`src/rtl/ldst_queue_alloc.sv`:
```
// ldst_queue_alloc: tail allocation, any-slot issue removal and compaction selects for a collapsing LDST queue
// Ports: clk, rst_n (async, active low); enq_valid/enq_ready/enq_data insert at the tail;
//   iss_valid/iss_idx remove one slot; shift_sel slot i takes slot i+1 this cycle;
//   ent_valid/ent_data collapsed slot state (slot 0 oldest); count occupancy;
//   iss_err registered pulse after an issue aimed at an empty slot.
// Option: LDST_QUEUE_BYPASS_EN lets an empty queue present an enqueued entry in slot 0 the same cycle.
`ifndef LDST_WIDTH
`define LDST_WIDTH 8
`endif
module ldst_queue_alloc #(
  parameter int W = `LDST_WIDTH,
  parameter int DEPTH = 4,
  localparam int IW = $clog2(DEPTH)
) (
  input  logic                 clk,
  input  logic                 rst_n,
  input  logic                 enq_valid,
  output logic                 enq_ready,
  input  logic [W-1:0]         enq_data,
  input  logic                 iss_valid,
  input  logic [IW-1:0]        iss_idx,
  output logic [DEPTH-1:0]     shift_sel,
  output logic [DEPTH-1:0]     ent_valid,
  output logic [DEPTH*W-1:0]   ent_data,
  output logic [IW:0]          count,
  output logic                 iss_err
);
  localparam logic [IW:0] L_DEPTH = (IW+1)'(DEPTH);
  localparam int NP = 1 << IW;
  logic [DEPTH-1:0] r_valid, w_nvalid, w_up_valid;
  logic [DEPTH-1:0][W-1:0] r_data, w_ndata, w_up_data, w_vis_data;
  logic [IW:0] r_count, w_wr_pos;
  logic [NP-1:0] w_vis_pad;
  logic r_err, w_byp, w_iss_fire, w_enq_fire, w_consume, w_wr, w_shift_fire;
`ifdef LDST_QUEUE_BYPASS_EN
  assign w_byp = (r_count == '0) & enq_valid;
`else
  assign w_byp = 1'b0;
`endif
  assign enq_ready = r_count < L_DEPTH;
  assign w_enq_fire = enq_valid & enq_ready;
  assign ent_valid = r_valid | {{(DEPTH-1){1'b0}}, w_byp};
  always_comb begin
    w_vis_data = r_data;
    if (w_byp) w_vis_data[0] = enq_data;
  end
  assign ent_data = w_vis_data;
  // padding to a power of two keeps out-of-range issue indices reading as empty
  assign w_vis_pad = NP'(ent_valid);
  assign w_iss_fire = iss_valid & w_vis_pad[iss_idx];
  // a bypassed entry issued in the same cycle never touches storage
  assign w_consume = w_byp & w_iss_fire;
  assign w_shift_fire = w_iss_fire & ~w_consume;
  assign w_wr = w_enq_fire & ~w_consume;
  assign w_wr_pos = r_count - {{IW{1'b0}}, w_shift_fire};
  assign w_up_valid = {1'b0, r_valid[DEPTH-1:1]};
  assign w_up_data = {{W{1'b0}}, r_data[DEPTH-1:1]};
  always_comb begin
    for (int i = 0; i < DEPTH; i++) begin
      shift_sel[i] = w_shift_fire & (IW'(i) >= iss_idx);
      w_nvalid[i] = shift_sel[i] ? w_up_valid[i] : r_valid[i];
      w_ndata[i] = shift_sel[i] ? w_up_data[i] : r_data[i];
      if (w_wr && w_wr_pos == (IW+1)'(i)) begin
        w_nvalid[i] = 1'b1;
        w_ndata[i] = enq_data;
      end
    end
  end
  always_ff @(posedge clk or negedge rst_n) begin
    if (!rst_n) begin
      r_valid <= '0;
      r_data <= '0;
      r_count <= '0;
      r_err <= 1'b0;
    end else begin
      r_valid <= w_nvalid;
      r_data <= w_ndata;
      r_count <= r_count + {{IW{1'b0}}, w_wr} - {{IW{1'b0}}, w_shift_fire};
      r_err <= iss_valid & ~w_iss_fire;
    end
  end
  assign count = r_count;
  assign iss_err = r_err;
endmodule

```
`config.mk`:
```
export PLATFORM = sky130hd
export DESIGN_NAME = ldst_queue_alloc
export DESIGN_NICKNAME = d
export VERILOG_FILES = /design/src/rtl/ldst_queue_alloc.sv
export SDC_FILE = /design/constraint.sdc
export NUM_CORES = 1
export LEC_CHECK = 0
export ABC_AREA = 0
export CELL_PAD_IN_SITES_DETAIL_PLACEMENT = 0
export CELL_PAD_IN_SITES_GLOBAL_PLACEMENT = 1
export CORE_MARGIN = 2
export CORE_UTILIZATION = 40
export CTS_BUF_LIST = sky130_fd_sc_hd__clkbuf_16
export DETAILED_ROUTE_END_ITERATION = 10
export DONT_BUFFER_PORTS = 1
export PLACE_DENSITY = 0.65
export SLEW_MARGIN = 20
export SYNTH_ARGS = -nofsm -noshare
export SYNTH_HDL_FRONTEND = slang
export SYNTH_SLANG_ARGS = --single-unit
```
`constraint.sdc`:
```
create_clock -name clk -period 3.9 [get_ports clk]
set_input_delay 0.78 -clock clk [delete_from_list [all_inputs] [get_ports clk]]
set_output_delay 0.78 -clock clk [all_outputs]
set_load 0.02 [all_outputs]
```
; After elaboration in Yosys (flattened, before gate mapping)
; Index checks and enable logic that the tools add are counted.
[op_classes]
add_sub_neg = 3
multipliers = 0
div_mod_pow = 0
magnitude_cmp = 6
n_eq_ne = 3
shifts = 0
n_mux = 18
bitwise = 8
reduce_logical = 9
[ops]
columns = operator, count
row1 = $mux 8, 8
row2 = $mux 1, 9
row3 = $reduce_bool 2->1, 4
row4 = $and 1x1->1, 7
row5 = $eq 3x2->1 const B, 2
row6 = $sub 3x1->3, 2
row7 = $ge 1x2->1 const A, 2
row8 = $ge 2x2->1 const A, 2
row9 = $logic_and 1x1->1, 4
row10 = $add 3x1->3, 1
row11 = $eq 3x1->1 const B, 1
row12 = $logic_not 3->1, 1
row13 = $lt 2x3->1 const B, 1
row14 = $lt 3x3->1 const B, 1
row15 = $bmux 1 s2, 1
row16 = $not 1->1, 1
[word_totals]
regBits = 40
latch_bits = 0
ramBits = 0
mem_bits_ro = 0
inputBits = 14
wordCells = 57
memories = 0

; Depth between registers and ports, before layout
[logic_depth]
ltp_word = 7
depth_mapped = 11
depth_no_buf = 9

; Worst setup path after synthesis
; Ideal clock, no wire load.
[synth_path]
path_type = input to register
startpoint = input iss_idx[0]
endpoint = register r_data (netlist bit ent_data[23])
setup_ns = 0.129
arrival_ns = 3.067
required_time_ns = 3.771
setup_slack_ns = 0.705
path_stages = 11
cell_sequence = buf_6 > mux4_2 > and2_1 > buf_6 > ha_1 > ha_1 > or4b_4 > buf_6 > buf_8 > nor2_1 > a31oi_1
[synth_between]
elab_chain_cells = 7
word_cells_on_any_way = 10
cone_classes = 1 x add/sub / 1 x order compare / 1 x eq/ne / 3 x mux / 2 x bitwise / 2 x reduce/logical
[synth_rtl]
columns = item, line_no
row1 = "start, declared", 21  ; input logic [IW-1:0] iss_idx,
row2 = $bmux 1 s2 *, 50  ; assign w_iss_fire = iss_valid & w_vis_pad[iss_idx];
row3 = $mux 1 (implied by the code) *, 50
row4 = $and 1x1->1 *, 50
row5 = named net w_iss_fire, 34  ; logic r_err, w_byp, w_iss_fire, w_enq_fire, w_consume, w_wr, w_shift_fire;
row6 = $sub 3x1->3, 55  ; assign w_wr_pos = r_count - {{IW{1'b0}}, w_shift_fire};
row7 = $eq 3x2->1, 63  ; if (w_wr && w_wr_pos == (IW+1)'(i)) begin
row8 = $logic_and 1x1->1, 63
row9 = $mux 8 or $reduce_bool 2->1 (tied branches), -
row10 = "end signal, assigned", 77  ; r_data <= w_ndata;
row11 = "end, declared", 31  ; logic [DEPTH-1:0][W-1:0] r_data, w_ndata, w_up_data, w_vis_data;
; Mark *: on every way through the listed nets, which the timed path passes. The rest lies on a longest branch. The select of a mux whose other input is x is not followed.
; A chain may end at the register's enable or synchronous reset.

; Worst setup path in the final report
[layout_path]
startpoint = register r_valid[0] (netlist: ent_valid[0])
endpoint = register r_data (netlist bit ent_data[5])
[layout_between]
elab_chain_cells = 7
word_cells_on_any_way = 9
cone_classes = 1 x add/sub / 3 x mux / 2 x bitwise / 3 x reduce/logical
[layout_rtl]
columns = item, line_no
row1 = "start, declared", 30  ; logic [DEPTH-1:0] r_valid, w_nvalid, w_up_valid;
row2 = "start signal, assigned", 76  ; r_valid <= w_nvalid;
row3 = $bmux 1 s2 *, 50
row4 = $mux 1 (implied by the code) *, 50
row5 = $and 1x1->1 *, 50
row6 = $sub 3x1->3, 55
row7 = $logic_not 3->1, 63
row8 = $logic_and 1x1->1, 63
row9 = $mux 8 or $reduce_bool 2->1 (tied branches), -
; Mark *: on every way between the ends. The rest lies on a longest branch, timed or not. The select of a mux whose other input is x is not followed.

==> run metrics <==
DRT iter0 DRCs 77; Syn Nets roughly 220; Setup Skew about 0.0054 ns; Switching Share around 44%; Synth area leaders dfrtp_1 49%, mux2i_1 8.9%, nor2_1 4.8%, a21oi_1 3.9%, nand2_1 3.7%; pin count of the biggest net entering global routing 41; Core Rows 25; count of different cell masters after synthesis 33; Antenna Violating Nets Remaining 0; Peak VDD IR roughly 300 uV; Comb pwr share between 20% and 30%; hold_buf cts 0; ANT cells 0; fin util between 40% and 50%; first-pass GRT wire length 7610 um; port bufs 0; WS Path Type reg2reg; HP Class in2async; slew margin rel. a little under three fifths; CORE AREA around 4800 um2; Synth Instances between 200 and 250; #FFs+latches synth 40; I/O Pins between 50 and 60; Root Buffer clkbuf_16; Pwr per Cell Area between 900 and 1000 nW/um2; CP Launch Type flop; Post-CTS Setup Repair Bufs 0; # setup viols final 0; post-synthesis sequential area ratio about 50%; Fmax achieved ~0.32 GHz; clock share of power a little under a fifth; outcome complete, no violations; Internal roughly 1.1 mW; Netlist Area Pre-Place approximately 2000 um2; worst r2r path cells 8; TritonRoute pass-1 iters 4; Wirelength per Cell about 18 um; die height 75.2 um; most frequent cells in the layout 40 x dfrtp_1, 26 x nor2_1, 20 x nand2_1; RSZ-0062 raised after global routing false; antenna violations before repair 0; non-filler cells, final between 200 and 300; maxcap violations 0; Layout area overhead 7.34%; Die ar. 5660 um2; Initial Utilization 42.1%; Synthesis Warnings 0; sequential share of power between 50% and 60%; drt total wl 4890 um; layout cell share with drive strength beyond 1 8.54%; CP arrival around 3.3 ns; number of CTS-inserted buffers 5; Worst-path clk slew 0.06 ns; max-slew violation count 0; # H-tree levels 2; RD Place Congestion 0.762; clk_lat worst skew between 0.2 and 0.3 ns; placed insts approximately 260; vias in the first global route roughly 1,500; commonest non-fill, non-tap cell in the layout dfrtp_1; Worst Tran Pin Value 0.643 ns; Yosys top cell area share between 40% and 50%; GRT Resource Usage Total 18.5%; CTS tree yes; CP max FO 12; Final period util 79.8%; Worst Path Required 4.06 ns; via count 1,486; critical path endpoint category flop; hpwl dp between 3000 and 4000 um; vias per cell approximately 5.6; P_leak 0.939 nW; Bufs on Longest Clock Path 2; clk sinks 40; post-synth top area cell dfrtp_1; crit path time final approximately 3.1 ns; nets 218; final hold vios 0; grt total ovfl 0; post-CTS resize count 0; Synth Area per Inst between 9 and 10 um2; setup tns final 0 ns; DIE WIDTH around 75 um; net switching power of the design 0.871 mW; DRC Markers 0
==> flip-flops by register name (all words and copies together) (netlist names) <==
register / count
ent_valid: 4
count: 3
ent_data: 32
iss_err: 1
==> cell families (layout without fill, tap and decap cells) <==
logic type,count (synthesis),count (layout),share of synthesized area [%]
fa+ha+maj,5,5,3.45
simple gates,67,67,16.7
mux,20,20,10.5
flops,40,40,49.3
buf+inv,25,21,7.64
xor+xnor,2,2,0.863
compound gates,44,44,11.5
==> routing by layer <==
layer  track usage (%)  up-vias  part of all wire [%]  wire length (um)
met5                 0        -                     0                 0
met4              6.63        0                  0.82                40
met3              6.83        4                   8.3               407
met2              28.4       53                    48              2360
met1              24.2      737                    43              2090
li1                  -      692                     -                 -
==> cell type report <==
class	count	area (um2)
Clock buffer	5	125
Timing Repair Buffer	5	37.5
Clock inverter	2	8.76
Tap cell	67	83.8
Fill cell	486	2640
Sequential cell	40	1000
Multi-Input combinational cell	138	888
Inverter	9	33.8
==> worst max-delay path: stages, from the launching register on <==
cell	delay [ns]
dfrtp_1	0.50
mux4_2	0.51
and2_1	0.39
ha_1	0.30
ha_1	0.33
nand4bb_1	0.45
buf_4	0.36
nor2_1	0.10
a21oi_1	0.05
==> power by group through the flow <==
stage,logic [mW],clock network [mW],registers (mW)
2_1_floorplan,0.509,0,0.968
3_3_place_gp,0.552,0,1.02
3_5_place_dp,0.578,0,1.03
4_1_cts,0.578,0.390,1.02
5_1_grt,0.662,0.407,1.05
6_report,0.573,0.377,1.01
==> per-stage QoR <==
| stage | area (um2) | power, mW | hold slack [ns] | setup WS [ns] |
|---|---|---|---|---|
| 4_1_cts | 2180 | 1.99 | 0.190 | 0.809 |
| 6_report | 2180 | 1.96 | 0.196 | 0.789 |
| 3_5_place_dp | 2040 | 1.61 | 0.486 | 0.550 |
| 3_3_place_gp | 2040 | 1.57 | 0.486 | 0.634 |
| 5_1_grt | 2180 | 2.12 | 0.181 | 0.519 |
| 2_1_floorplan | 2030 | 1.48 | 0.484 | 0.705 |
==> final timing paths <==
check	from	endpoint	slack (ns)
max	ent_valid[0]$_DFFE_PN0P_	ent_data[5]$_DFFE_PN0P_	0.79
min	rst_n	ent_data[10]$_DFFE_PN0P_	0.20
max reg2reg	ent_valid[0]$_DFFE_PN0P_	ent_data[5]$_DFFE_PN0P_	0.79
min reg2reg	count[2]$_DFF_PN0_	count[2]$_DFF_PN0_	0.65
max in group asynchronous	rst_n	ent_valid[1]$_DFFE_PN0P_	3.61
min in group clk	enq_data[7]	ent_data[31]$_DFFE_PN0P_	0.62
==> Yosys cell counts, drive strengths merged <==
master / n
dfrtp: 40
nor2: 26
nand2: 20
o21ai: 19
mux2i: 18
a21oi: 16
buf: 12
inv: 9
a31oi: 8
nand4: 8
clkbuf: 4
ha: 4
or4b: 2
xnor2: 2
and2: 1
fa: 1
mux2: 1
mux4: 1
nand2b: 1
nand3: 1
nand4bb: 1
nor2b: 1
nor3: 1
nor4: 1
nor4bb: 1
o211ai: 1
or2: 1
or3: 1
or4: 1
Note: power is estimated with default switching activity, not from simulation.
